**config.mk**
```make
export PLATFORM = sky130hd
export DESIGN_NAME = unpacked_array_serializer
export DESIGN_NICKNAME = d
export VERILOG_FILES = /design/src/rtl/unpacked_array_pkg.sv /design/src/rtl/word_fifo.sv /design/src/rtl/unpacked_array_serializer.sv
export SDC_FILE = /design/constraint.sdc
export NUM_CORES = 1
export LEC_CHECK = 0
export BUFFER_PORTS_ARGS = -buffer_cell sky130_fd_sc_hd__clkbuf_2
export CORE_AREA = 2 2 39 41
export CTS_BUF_LIST = sky130_fd_sc_hd__clkbuf_16
export CTS_CLUSTER_DIAMETER = 120
export DETAILED_ROUTE_END_ITERATION = 10
export DIE_AREA = 0 0 41 43
export PLACE_DENSITY = 0.69
export REMOVE_ABC_BUFFERS = 1
export SLEW_MARGIN = 20
export SYNTH_ARGS = -nofsm -noshare
export SYNTH_HDL_FRONTEND = slang
export SYNTH_SLANG_ARGS = --single-unit
export TNS_END_PERCENT = 10
```
**constraint.sdc**
```tcl
create_clock -name clock -period 1.78 [get_ports clock]
set_input_delay 0 -clock clock [delete_from_list [all_inputs] [get_ports clock]]
set_output_delay 0 -clock clock [all_outputs]
set_load 0.02 [all_outputs]
```
**src/rtl/unpacked_array_pkg.sv**
```systemverilog
// unpacked_array_pkg: shared types and width helpers for the unpacked-array serializer.
package unpacked_array_pkg;
  typedef enum logic {S_IDLE, S_SHIFT} ser_state_e;
  function automatic int min1_clog2(input int n);
    return (n > 1) ? $clog2(n) : 1;
  endfunction
endpackage

```
**src/rtl/word_fifo.sv**
```systemverilog
// word_fifo: word FIFO stored element-wise in a size-declared unpacked array.
module word_fifo
  import unpacked_array_pkg::*;
#(
  parameter int M     = 2,
  parameter int DEPTH = 2
) (
  input  logic                         clock,
  input  logic                         rst_n,
  input  logic                         push,
  input  logic                         pop,
  input  logic                         wr_data [M],
  output logic                         rd_data [M],
  output logic                         full,
  output logic [$clog2(DEPTH+1)-1:0]   count
);
  localparam int PW = min1_clog2(DEPTH);
  localparam int CW = $clog2(DEPTH + 1);
  logic          mem [DEPTH][M];
  logic [PW-1:0] wr_ptr_q, wr_ptr_d, rd_ptr_q, rd_ptr_d;
  logic [CW-1:0] count_q, count_d;
  logic          do_push, do_pop;
  assign full    = count_q == CW'(DEPTH);
  assign count   = count_q;
  assign rd_data = mem[rd_ptr_q];
  // Pointers wrap by explicit compare so DEPTH need not be a power of two
  always_comb begin
    do_push  = push && !full;
    do_pop   = pop && count_q != '0;
    wr_ptr_d = do_push ? ((wr_ptr_q == PW'(DEPTH - 1)) ? '0 : wr_ptr_q + 1'b1) : wr_ptr_q;
    rd_ptr_d = do_pop ? ((rd_ptr_q == PW'(DEPTH - 1)) ? '0 : rd_ptr_q + 1'b1) : rd_ptr_q;
    count_d  = count_q + CW'(do_push) - CW'(do_pop);
  end
  always_ff @(posedge clock or negedge rst_n) begin
    if (!rst_n) begin
      wr_ptr_q <= '0;
      rd_ptr_q <= '0;
      count_q  <= '0;
    end else begin
      wr_ptr_q <= wr_ptr_d;
      rd_ptr_q <= rd_ptr_d;
      count_q  <= count_d;
    end
  end
  always_ff @(posedge clock) begin
    if (do_push) mem[wr_ptr_q] <= wr_data;
  end
endmodule

```
**src/rtl/unpacked_array_serializer.sv**
```systemverilog
// unpacked_array_serializer: buffers packed words and streams them out one element per beat,
// element 0 first, through an unpacked-array shift register.
module unpacked_array_serializer
  import unpacked_array_pkg::*;
#(
  parameter int M     = 2,
  parameter int DEPTH = 2
) (
  input  logic                       clock,
  input  logic                       rst_n,
  input  logic [M-1:0]               d,
  input  logic                       d_valid,
  output logic                       d_ready,
  output logic                       q,
  output logic                       q_valid,
  input  logic                       q_ready,
  output logic                       q_last,
  output logic [$clog2(DEPTH+1)-1:0] level
);
  localparam int IW = min1_clog2(M);
  localparam int CW = $clog2(DEPTH + 1);
  localparam logic [IW-1:0] LAST = IW'(M - 1);
  ser_state_e    state_q, state_d;
  logic [IW-1:0] idx_q, idx_d;
  logic          sh_q [M];
  logic          sh_d [M];
  logic          wr_data [M];
  logic          rd_data [M];
  logic          q_q, q_d, valid_q, valid_d, last_q, last_d;
  logic          pop, adv, done, full;
  logic [CW-1:0] count;
  word_fifo #(.M(M), .DEPTH(DEPTH)) u_fifo (
    .clock  (clock),
    .rst_n  (rst_n),
    .push   (d_valid),
    .pop    (pop),
    .wr_data(wr_data),
    .rd_data(rd_data),
    .full   (full),
    .count  (count)
  );
  assign d_ready = !full;
  assign level   = count;
  assign q       = q_q;
  assign q_valid = valid_q;
  assign q_last  = last_q;
  always_comb begin
    for (int i = 0; i < M; i++) wr_data[i] = d[i];
  end
  // count is sampled before any same-edge push, so a word pushed alongside the last beat waits a cycle
  always_comb begin
    pop     = count != '0 && (state_q == S_IDLE || (q_ready && idx_q == LAST));
    adv     = state_q == S_SHIFT && q_ready && idx_q != LAST;
    done    = state_q == S_SHIFT && q_ready && idx_q == LAST && !pop;
    state_d = pop ? S_SHIFT : done ? S_IDLE : state_q;
    idx_d   = pop ? '0 : adv ? idx_q + 1'b1 : idx_q;
    q_d     = pop ? rd_data[0] : adv ? sh_q[idx_q + 1'b1] : q_q;
    valid_d = pop || (valid_q && !done);
    last_d  = pop ? (M == 1) : adv ? (idx_q + 1'b1 == LAST) : done ? 1'b0 : last_q;
    sh_d    = sh_q;
    if (pop) sh_d = rd_data;
  end
  always_ff @(posedge clock or negedge rst_n) begin
    if (!rst_n) begin
      state_q <= S_IDLE;
      idx_q   <= '0;
      sh_q    <= '{default: 1'b0};
      q_q     <= 1'b0;
      valid_q <= 1'b0;
      last_q  <= 1'b0;
    end else begin
      state_q <= state_d;
      idx_q   <= idx_d;
      sh_q    <= sh_d;
      q_q     <= q_d;
      valid_q <= valid_d;
      last_q  <= last_d;
    end
  end
endmodule
```
# Yosys cells after proc, flatten, opt, wreduce, memory -nomap -nowiden
# Memory sizes are Yosys's and may differ from the RTL's.
# Cells that the tools add are included.
# Widths: inputs -> output; s select.
[classes]
n_addsub = 5
order_cmp = 1
n_eq_ne = 1
n_mux = 15
bitwise_logic = 3
reduce_logical = 18
[ops]
columns = ["operator", "n"]
rows = [
  ["$mux 1", 15],
  ["$logic_and 1x1->1", 9],
  ["$reduce_bool 2->1", 3],
  ["$add 1x1->1 const B", 3],
  ["$logic_not 1->1", 3],
  ["$reduce_bool 3->1", 1],
  ["$add 2x1->2", 1],
  ["$eq 2x2->1 const B", 1],
  ["$ge 2x2->1 const B", 1],
  ["$logic_or 1x1->1", 2],
  ["$not 1->1", 2],
  ["$not 1->2", 1],
  ["$sub 2x1->2", 1],
]
[totals]
register_bits = 11
ramBits = 4
input_bits = 6
out_inout_bits = 6
mem_count = 1
[memory_table]
columns = ["name", "depth", "word_bits", "read_ports", "rd_ports_with_merged_regs", "write_ports", "line", "source"]
rows = [
  ["u_fifo.mem", 2, 2, 1, 0, 1, "word_fifo.sv:19", "logic mem [DEPTH][M];"],
]

# Logic depth before layout (Yosys ltp)
# Gate-level depths: netlist of run 1.
[logic_depth]
ltp_word = 8
ltp_mapped = 7
depth_no_buf = 7

# Hierarchy
# From an unflattened synthesis of run 1, not the netlist that was laid out.
[unflattened]
hier_cells = 47
area_unflattened_um2 = 628.1
[modules_own_cells]
columns = ["module", "instances", "cells_per_inst", "area_each_um2", "seq_area_each_um2"]
rows = [
  ["word_fifo", 1, 23, 342.8, 220.2],
  ["unpacked_array_serializer", 1, 24, 285.3, 150.1],
]

# Worst setup path before layout of run 1
# Ideal clock, no wire load.
[synth_path]
path_type = "register to register"
start = "register u_fifo.count_q[1], in the netlist u_fifo.count[1]"
end = "register u_fifo.count_q[1], in the netlist u_fifo.count[1]"
setup_ns = 0.132
t_arrival_ns = 1.481
slack_ns = 0.167
stages_incl_launch_ff = 8
path_buffers = 0
cell_sequence = "dfrtp_1 nor2_2 a21oi_4 ha_1 inv_1 ha_1 xnor2_1 xnor2_1"
[synth_via]
word_cells_on_any_way = 8
cone_classes = "2 x add/sub; 1 x eq/ne; 5 x reduce/logical"
[synth_rtl]
columns = ["item", "line", "source"]
rows = [
  ["start: declaration", "word_fifo.sv:21", "logic [CW-1:0] count_q, count_d;"],
  ["start signal: assignment", "word_fifo.sv:42", "count_q <= count_d;"],
  ["$reduce_bool 2->1", "unpacked_array_serializer.sv:52", "pop = count != '0 && (state_q == S_IDLE || (q_ready && idx_q == LAST));"],
  ["$logic_and 1x1->1", "unpacked_array_serializer.sv:52", ""],
  ["via pop", "unpacked_array_serializer.sv:30", "logic pop, adv, done, full;"],
  ["$logic_and 1x1->1", "word_fifo.sv:29", "do_pop = pop && count_q != '0;"],
  ["$sub 2x1->2", "word_fifo.sv:32", "count_d = count_q + CW'(do_push) - CW'(do_pop);"],
  ["via u_fifo.count_d[1]", "word_fifo.sv:21", ""],
]
# The timed path passes the listed nets, and every way through them passes these cells.
# A chain may end at the register's enable or synchronous reset.

# Final worst setup path of run 1
# Ends and elaborated chain as after synthesis.

==> metrics.txt, run 1 <==
gr ovfl total=0; Rel. slew slack=76.1%; final instance area=812 um2; FP Rows=14; DRT Pass-1 Iters=2; core area=1380 um2; peak supply drop=0.00136 V; most area-hungry cell type in the Yosys netlist=dfrtp_1; gr usage total=16.1%; synth warn=0; Starting Density=45.2%; arrival time worst endpoint=1780 ps; status=finished clean; ys flop type=dfrtp_1; fin nets=75; CTS sink count=14; port bufs=11; DP Worst Slack=149 ps; Sw Ratio=34.7%; TritonCTS clock tree=built; DIE AREA=1760 um2; Post-DRT Antenna Nets=0; WL final=1.03 mm; P per Cell Area=1980 nW/um2; clk buf depth=2; CP Max Fanout=6; vias in the first global route=402; fraction of registers with async set/reset=71.4%; DRT iter0 DRCs=4; Skew-Pair Late Insertion Delay=240 ps; EDFF count, synth=4; n_diodes=0; Max Transition Viols Final=0; Area contributors post-synth=dfrtp_1 (40%), edfxtp_1 (19%), mux2i_1 (6.4%); Seq pwr share=36.7%; Setup CP Type=reg2reg; CP startpoint kind=flop; Sw Pwr=559 uW; layout cells sized above 1=31.8%; drt drc=0; Detailed Place HPWL=726 um; Num CTS Buffers=3; Die Span Y=43 um; first-pass GRT wire length=1.70 mm; Final Hold Vio Count=0; DR WL/cell=12.6 um; final setup vio count=0; Max Cap Viol=0; final worst path period need=1610 ps; Comb pwr share=37.2%; syn avg cell area=13.0 um2; area delta synth->final=29.8%; Vias=415; most common cell in the synthesized netlist=dfrtp_1; Clk network pwr share=26.1%; fin crit share=90.7%; Yosys cell types=22; # resized after CTS=0; Fin Hold WS=67.0 ps; initial antenna violation count=0; placed cell area=703 um2; required time worst endpoint=1940 ps; Clock transition at path regs=40 ps; Yosys reg bits=14; Hold Path Class=in2reg; root buffer cell=clkbuf_16; Int Pwr=1.05 mW; Achievable Freq=620 MHz; H-tree levels=1; Setup crit end kind=flop; setup_tns=0 ps; top cells by count, synth=dfrtp_1 (10), nand2_1 (5), edfxtp_1 (4), inv_1 (4), mux2i_1 (4); worst slew pin tran=349 ps; Chip Width=41 um; Fillers=125; clk_skew=1.58 ps; top cell type's share of synthesized area=40.0%; I/O pin count=12; sequential cell area fraction in the yosys report=59.2%; vias per cell=5.06; Mapped Cells=48; largest net degree at the start of global routing=11; GPL Wtd Cong=0.655; final worst slack=166 ps; P_leak=0.388 nW; RSZ-0062 raised after global routing=no; mapped cell area=626 um2
==> state kept, by name (all words and copies together), names as in the netlist <==
signal           flops
state_q              1
q                    1
sh_q                 1
u_fifo.rd_ptr_q      1
u_fifo.mem           4
q_valid              1
idx_q                1
u_fifo.count         2
u_fifo.wr_ptr_q      1
q_last               1
==> metal layers <==
layer  vias to the layer above  GRT usage [%]  part of all wire (%)
met5                         -              0                     0
met4                         0           18.0                   5.2
met3                         4           4.71                   5.1
met2                        11           22.8                    46
met1                       196           16.6                    43
li1                        204              -                     -
==> cell families (layout without fill, tap and decap cells) <==
family / count (synthesis) / count (layout) / share of synthesized area (%)
and+or+nand+nor: 12 / 12 / 9.40
muxes: 6 / 6 / 10.6
xor gates and xnor gates: 4 / 4 / 5.60
buffers and inverters: 5 / 23 / 3.20
adders and majority gates: 2 / 2 / 4.00
DFF: 14 / 14 / 59.2
AOI/OAI and AO/OA: 5 / 5 / 8.00
==> worst paths after layout <==
| path | from | end | slack [ps] | depth (start not counted) |
|---|---|---|---|---|
| max in group asynchronous | rst_n | u_fifo.count[1] | 1420 | 2 |
| hold reg to reg | q_valid | q_valid | 480 | 1 |
| hold / removal | d_valid | u_fifo.wr_ptr_q | 70 | 3 |
| min in group asynchronous | rst_n | q_valid | 160 | 2 |
| setup reg to reg | u_fifo.count[1] | u_fifo.count[1] | 170 | 7 |
| setup / recovery | u_fifo.count[1] | u_fifo.count[1] | 170 | 7 |
==> power by group through the flow <==
| stage | Clock, mW | Sequential [mW] | Combinational [mW] |
|---|---|---|---|
| 4_1_cts | 0.430 | 0.590 | 0.613 |
| 2_1_floorplan | 0 | 0.651 | 0.371 |
| 3_3_place_gp | 0 | 0.591 | 0.582 |
| 6_report | 0.419 | 0.591 | 0.599 |
| 3_5_place_dp | 0 | 0.594 | 0.606 |
| 5_1_grt | 0.441 | 0.611 | 0.664 |
==> timing repair <==
action / 4_1_cts / 5_1_grt
hold endpoints to repair: 14 / 0
hold buffers: 3 / 0
setup buffers: 0 / 0
==> critical path, stage by stage, from the launching register on <==
cell and delay (ps):
dfrtp_1 430, nor2_2 230, a21oi_4 90, ha_1 280
inv_1 40, ha_1 180, xnor2_1 160, xnor2_1 140
==> layout by cell type (no fill, tap or decap) <==
| cell type | count |
|---|---|
| clkbuf_2 | 11 |
| dfrtp_1 | 10 |
| nand2_1 | 5 |
| inv_1 | 5 |
| mux2i_1 | 4 |
| edfxtp_1 | 4 |
| xnor2_1 | 3 |
| clkbuf_16 | 3 |
| dlygate4sd3_1 | 3 |
| nand2b_1 | 2 |
| ha_1 | 2 |
| nand2_2 | 1 |
| nor2_2 | 1 |
| a21oi_4 | 1 |
| nor2_1 | 1 |
| nand3_1 | 1 |
| a21o_2 | 1 |
| and3_1 | 1 |
| a2111oi_0 | 1 |
| o32ai_1 | 1 |
| a211oi_1 | 1 |
| mux2_2 | 1 |
| mux2_4 | 1 |
| xor2_1 | 1 |
| buf_4 | 1 |
==> layout make-up <==
cell class                 count  area (um2)  area share, %
timing repair buffer          15        92.6           11.4
multi-input combinational     29         235           29.0
clock inverter                 1        3.75          0.462
sequential                    14         370           45.6
tap                           16        20.0           2.47
inverter                       4        15.0           1.85
clock buffer                   3        75.1           9.24
==> stage by stage <==
stage	std cells	util, %	power, mW
3_5_place_dp	75	50.8	1.20
6_report	82	58.7	1.61
2_1_floorplan	47	-	1.02
3_3_place_gp	75	50.8	1.17
5_1_grt	82	58.7	1.72
4_1_cts	82	58.7	1.63
Note: power is estimated with default switching activity, not from simulation.
==> inputs of run 2 (changes only) <==
--- a/config.mk
+++ b/config.mk
@@ -11,7 +11,7 @@
 export CTS_CLUSTER_DIAMETER = 120
 export DETAILED_ROUTE_END_ITERATION = 10
 export DIE_AREA = 0 0 41 43
-export PLACE_DENSITY = 0.69
+export PLACE_DENSITY = 0.75
 export REMOVE_ABC_BUFFERS = 1
 export SLEW_MARGIN = 20
 export SYNTH_ARGS = -nofsm -noshare
==> metrics.txt, run 2 (synthesized netlist as in run 1, its figures left out) <==
DRT iter0 DRCs=5; gr ovfl total=0; Max Transition Viols Final=0; vias per cell=4.78; Num CTS Buffers=3; Skew-Pair Late Insertion Delay=240 ps; Max Cap Viol=0; Vias=392; vias in the first global route=388; Die Span Y=43 um; fin nets=75; DIE AREA=1760 um2; gr usage total=14.4%; initial antenna violation count=0; Achievable Freq=621 MHz; P_leak=0.385 nW; clk_skew=0.885 ps; H-tree levels=1; Final Hold Vio Count=0; largest net degree at the start of global routing=11; core area=1380 um2; max reg flops=4; Setup crit end kind=flop; CP startpoint kind=flop; DR WL/cell=12.4 um; root buffer cell=clkbuf_16; # resized after CTS=0; Setup CP Type=reg2reg; Top delay family on crit path=adder cells; Starting Density=45.2%; CP max stage cell=dfrtp_1; Chip Width=41 um; Hold Path Class=in2reg; n_diodes=0; FP Rows=14; commonest non-fill, non-tap cell in the layout=clkbuf_2; critical path cell sequence=nor2_2, a21oi_4, ha_1, inv_1, ha_1, xnor2_1, xnor2_1; Clock transition at path regs=50 ps; layout cells sized above 1=31.8%; fin crit share=90.5%; FF/Latch Area=370 um2; peak supply drop=0.00113 V; final setup vio count=0; Fillers=122; drt drc=0; CTS sink count=14; TritonCTS clock tree=built; Post-DRT Antenna Nets=0; WL final=1.02 mm; Hold Path Stages=3; P per Cell Area=1990 nW/um2; final worst path period need=1610 ps; Detailed Place HPWL=761 um; setup_tns=0 ps; port bufs=11; I/O pin count=12; CP bufs+invs=1; worst slew pin tran=387 ps; GPL Wtd Cong=0.618; DRT Pass-1 Iters=2; max incr delay on CP=430 ps; multi-input logic area=235 um2; arrival time worst endpoint=1770 ps; Rel. slew slack=73.6%; area delta synth->final=29.8%; clk buf depth=2; Worst path depth=7; largest register by flop count=u_fifo.mem; first-pass GRT wire length=1.61 mm; most frequent cells in the layout=clkbuf_2 (11), dfrtp_1 (10), nand2_1 (5); overall power=1.61 mW; CP Max Fanout=6; required time worst endpoint=1940 ps; status=finished clean; RSZ-0062 raised after global routing=no; R2R cell count=7
-- run 2: cell count changes in the layout (fill, tap and decap cells not counted), sizes merged --
| cell | change |
|---|---|
| clkinv | +1 |
| inv | -1 |
-- run 2: per-stage QoR --
step | setup slack [ps] | util (%) | std cells | cell area (um2) | hold slack (ps)
final | 169 | 58.7 | 82 | 812 | 65.3
after CTS | 154 | 58.7 | 82 | 812 | 65.5
after global routing | 50.0 | 58.7 | 82 | 812 | 108
after floorplan | 159 | - | 47 | 621 | -296
after global placement | 213 | 50.8 | 75 | 703 | -119
after detailed placement | 166 | 50.8 | 75 | 703 | -115
-- run 2: routing by layer --
| metal | vias to the layer above | track usage [%] | wire, um |
|---|---|---|---|
| met5 | - | 0 | 0 |
| met4 | 0 | 8.00 | 0 |
| met3 | 0 | 4.71 | 48 |
| met2 | 9 | 21.9 | 524 |
| met1 | 184 | 17.2 | 446 |
| li1 | 199 | - | - |
-- run 2: worst paths after layout --
kind                                 start              end  slack (ps)
hold / removal                     d_valid  u_fifo.wr_ptr_q          70
max in group asynchronous            rst_n          q_valid        1400
min in group asynchronous            rst_n          state_q         170
setup / recovery           u_fifo.count[0]  u_fifo.count[1]         170
setup reg to reg           u_fifo.count[0]  u_fifo.count[1]         170
hold reg to reg                    q_valid          q_valid         480
-- run 2: power by group --
part / total (mW) / internal, mW / switching (mW)
clock network: 0.423 / 0.297 / 0.126
logic: 0.603 / 0.285 / 0.318
registers: 0.589 / 0.476 / 0.113
-- run 2: area by class of cell --
class	count	area share, %
well taps	16	2.47
multi-input cells	29	29.0
clock inverters	1	0.462
clock buffers	3	9.24
inverters	4	1.85
flip-flops and latches	14	45.6
repair buffers	15	11.4
-- run 2: what timing repair did --
item / CTS / global route
hold buffers: 3 / 0
buffers inserted: 0 / 0
endpoints found under the hold margin: 14 / 0
-- run 2: worst min-delay path, cell delays in order --
cell,delay [ps]
clkbuf_2,90
nand2_1,110
xnor2_1,70
==> inputs of run 3 (changes only) <==
--- a/config.mk
+++ b/config.mk
@@ -6,11 +6,11 @@
 export NUM_CORES = 1
 export LEC_CHECK = 0
 export BUFFER_PORTS_ARGS = -buffer_cell sky130_fd_sc_hd__clkbuf_2
-export CORE_AREA = 2 2 39 41
+export CORE_AREA = 5 5 42 44
 export CTS_BUF_LIST = sky130_fd_sc_hd__clkbuf_16
 export CTS_CLUSTER_DIAMETER = 120
 export DETAILED_ROUTE_END_ITERATION = 10
-export DIE_AREA = 0 0 41 43
+export DIE_AREA = 0 0 47 49
 export PLACE_DENSITY = 0.75
 export REMOVE_ABC_BUFFERS = 1
 export SLEW_MARGIN = 20
==> metrics.txt, run 3 (synthesized netlist as in run 1, its figures left out) <==
final instance area=805 um2; Max Transition Viols Final=0; Hold Path Class=in2reg; vias per cell=4.93; launching point of the worst reg2reg path=u_fifo.count[1]; Clk network pwr share=26.2%; setup_tns=0 ps; largest net degree at the start of global routing=11; FP Rows=14; CP Launch Point=u_fifo.count[1]; Post-DRT Antenna Nets=0; P per Cell Area=1980 nW/um2; CP startpoint kind=flop; Chip Width=47 um; max incr delay on CP=420 ps; placed cell area=696 um2; Setup crit end kind=flop; largest register by flop count=u_fifo.mem; Non-Filler Instances=81; core area=1400 um2; Final Hold Vio Count=0; Clock transition at path regs=40 ps; critical path cell sequence=nor2_2, a21oi_4, ha_1, inv_1, ha_1, xnor2_1, xnor2_1; area delta synth->final=28.6%; max reg flops=4; Int Pwr=1.04 mW; WL final=1.00 mm; commonest non-fill, non-tap cell in the layout=clkbuf_2; Sw Pwr=554 uW; fin nets=74; Fillers=124; RSZ-0062 raised after global routing=no; TritonCTS clock tree=built; Skew-Pair Late Insertion Delay=240 ps; DP Worst Slack=197 ps; initial antenna violation count=0; n_diodes=0; DR WL/cell=12.4 um; Fin Hold WS=53.2 ps; fin crit share=89.5%; # resized after CTS=0; I/O pin count=12; drt drc=0; required time worst endpoint=1940 ps; Achievable Freq=628 MHz; flop-to-flop setup slack=190 ps; final worst slack=188 ps; Starting Density=44.6%; status=finished clean; GPL Wtd Cong=0.678; Rel. slew slack=74.3%; P_leak=0.380 nW; Num CTS Buffers=3; final setup vio count=0; DIE AREA=2300 um2; DRT Pass-1 Iters=4; post-layout util=57.4%; vias in the first global route=390; Vias=399; Setup CP Type=reg2reg; root buffer cell=clkbuf_16; final worst path period need=1590 ps; clk buf depth=2; overall power=1.60 mW; CP Max Fanout=6; arrival time worst endpoint=1760 ps; Max Cap Viol=0; layout cells sized above 1=30.8%; Detailed Place HPWL=754 um; worst slew pin tran=376 ps; peak supply drop=0.00112 V; CP max stage cell=dfrtp_1; Comb pwr share=36.2%; Critical path destination=u_fifo.count[1]; Post-Place Cells=74; R2R cell count=7; Die Span Y=49 um; most frequent cells in the layout=clkbuf_2 (11), dfrtp_1 (10), nand2_1 (5); H-tree levels=1; clk_skew=1.49 ps; CTS sink count=14; port bufs=11; Sw Ratio=34.7%; gr usage total=10.5%; gr ovfl total=0; Seq pwr share=37.6%; first-pass GRT wire length=1.69 mm; DRT iter0 DRCs=10; RR Endpoint=u_fifo.count[1]
==> run 3: cell count changes in the layout (fill, tap and decap cells not counted), sizes merged <==
| cell | previous run | this run |
|---|---|---|
| buf | 1 | 0 |
==> run 3: cell type report <==
class | instances | area [um2] | share of cell area [%]
clock buffers | 3 | 75.1 | 9.33
well taps | 16 | 20.0 | 2.49
repair buffers | 14 | 85.1 | 10.6
clock inverters | 1 | 3.75 | 0.467
inverters | 4 | 15.0 | 1.87
flip-flops and latches | 14 | 370 | 46.0
multi-input cells | 29 | 235 | 29.2
==> run 3: worst min-delay path by stage <==
stage | from | endpoint | slack (ps) | depth (start not counted)
floorplan | rst_n | idx_q | -300 | 0
global placement | rst_n | u_fifo.count[0] | -130 | 1
detailed placement | rst_n | q_valid | -120 | 1
CTS | d_valid | u_fifo.wr_ptr_q | 60 | 3
global route | d_valid | u_fifo.wr_ptr_q | 70 | 3
finish | d_valid | u_fifo.wr_ptr_q | 50 | 3
==> run 3: power groups by stage <==
stage	Sequential, mW	Combinational [mW]	Clock (mW)
after floorplan	0.651	0.371	0
after global placement	0.601	0.573	0
after detailed placement	0.604	0.578	0
after CTS	0.601	0.590	0.423
after global routing	0.621	0.646	0.442
final	0.600	0.578	0.418
==> run 3: timing repair <==
item | in CTS | in global routing
hold buffers | 3 | 0
setup buffers | 0 | 0
endpoints found under the setup margin | 0 | 0
hold endpoints to repair | 14 | 0
==> run 3: critical path, delay by kind of cell, from the launching register on <==
kind | cells | cell delay, ps
XOR/XNOR | 2 | 300
AO/OA/AOI/OAI | 1 | 80
flip-flops | 1 | 420
adder cells (fa/ha/maj) | 2 | 460
buffers and inverters | 1 | 40
AND/OR/NAND/NOR | 1 | 220
==> run 3: layer usage <==
layer	global-route usage [%]	wire (um)
met2	17.0	524
met4	5.53	19
met5	0	0
met1	12.6	407
met3	1.85	53
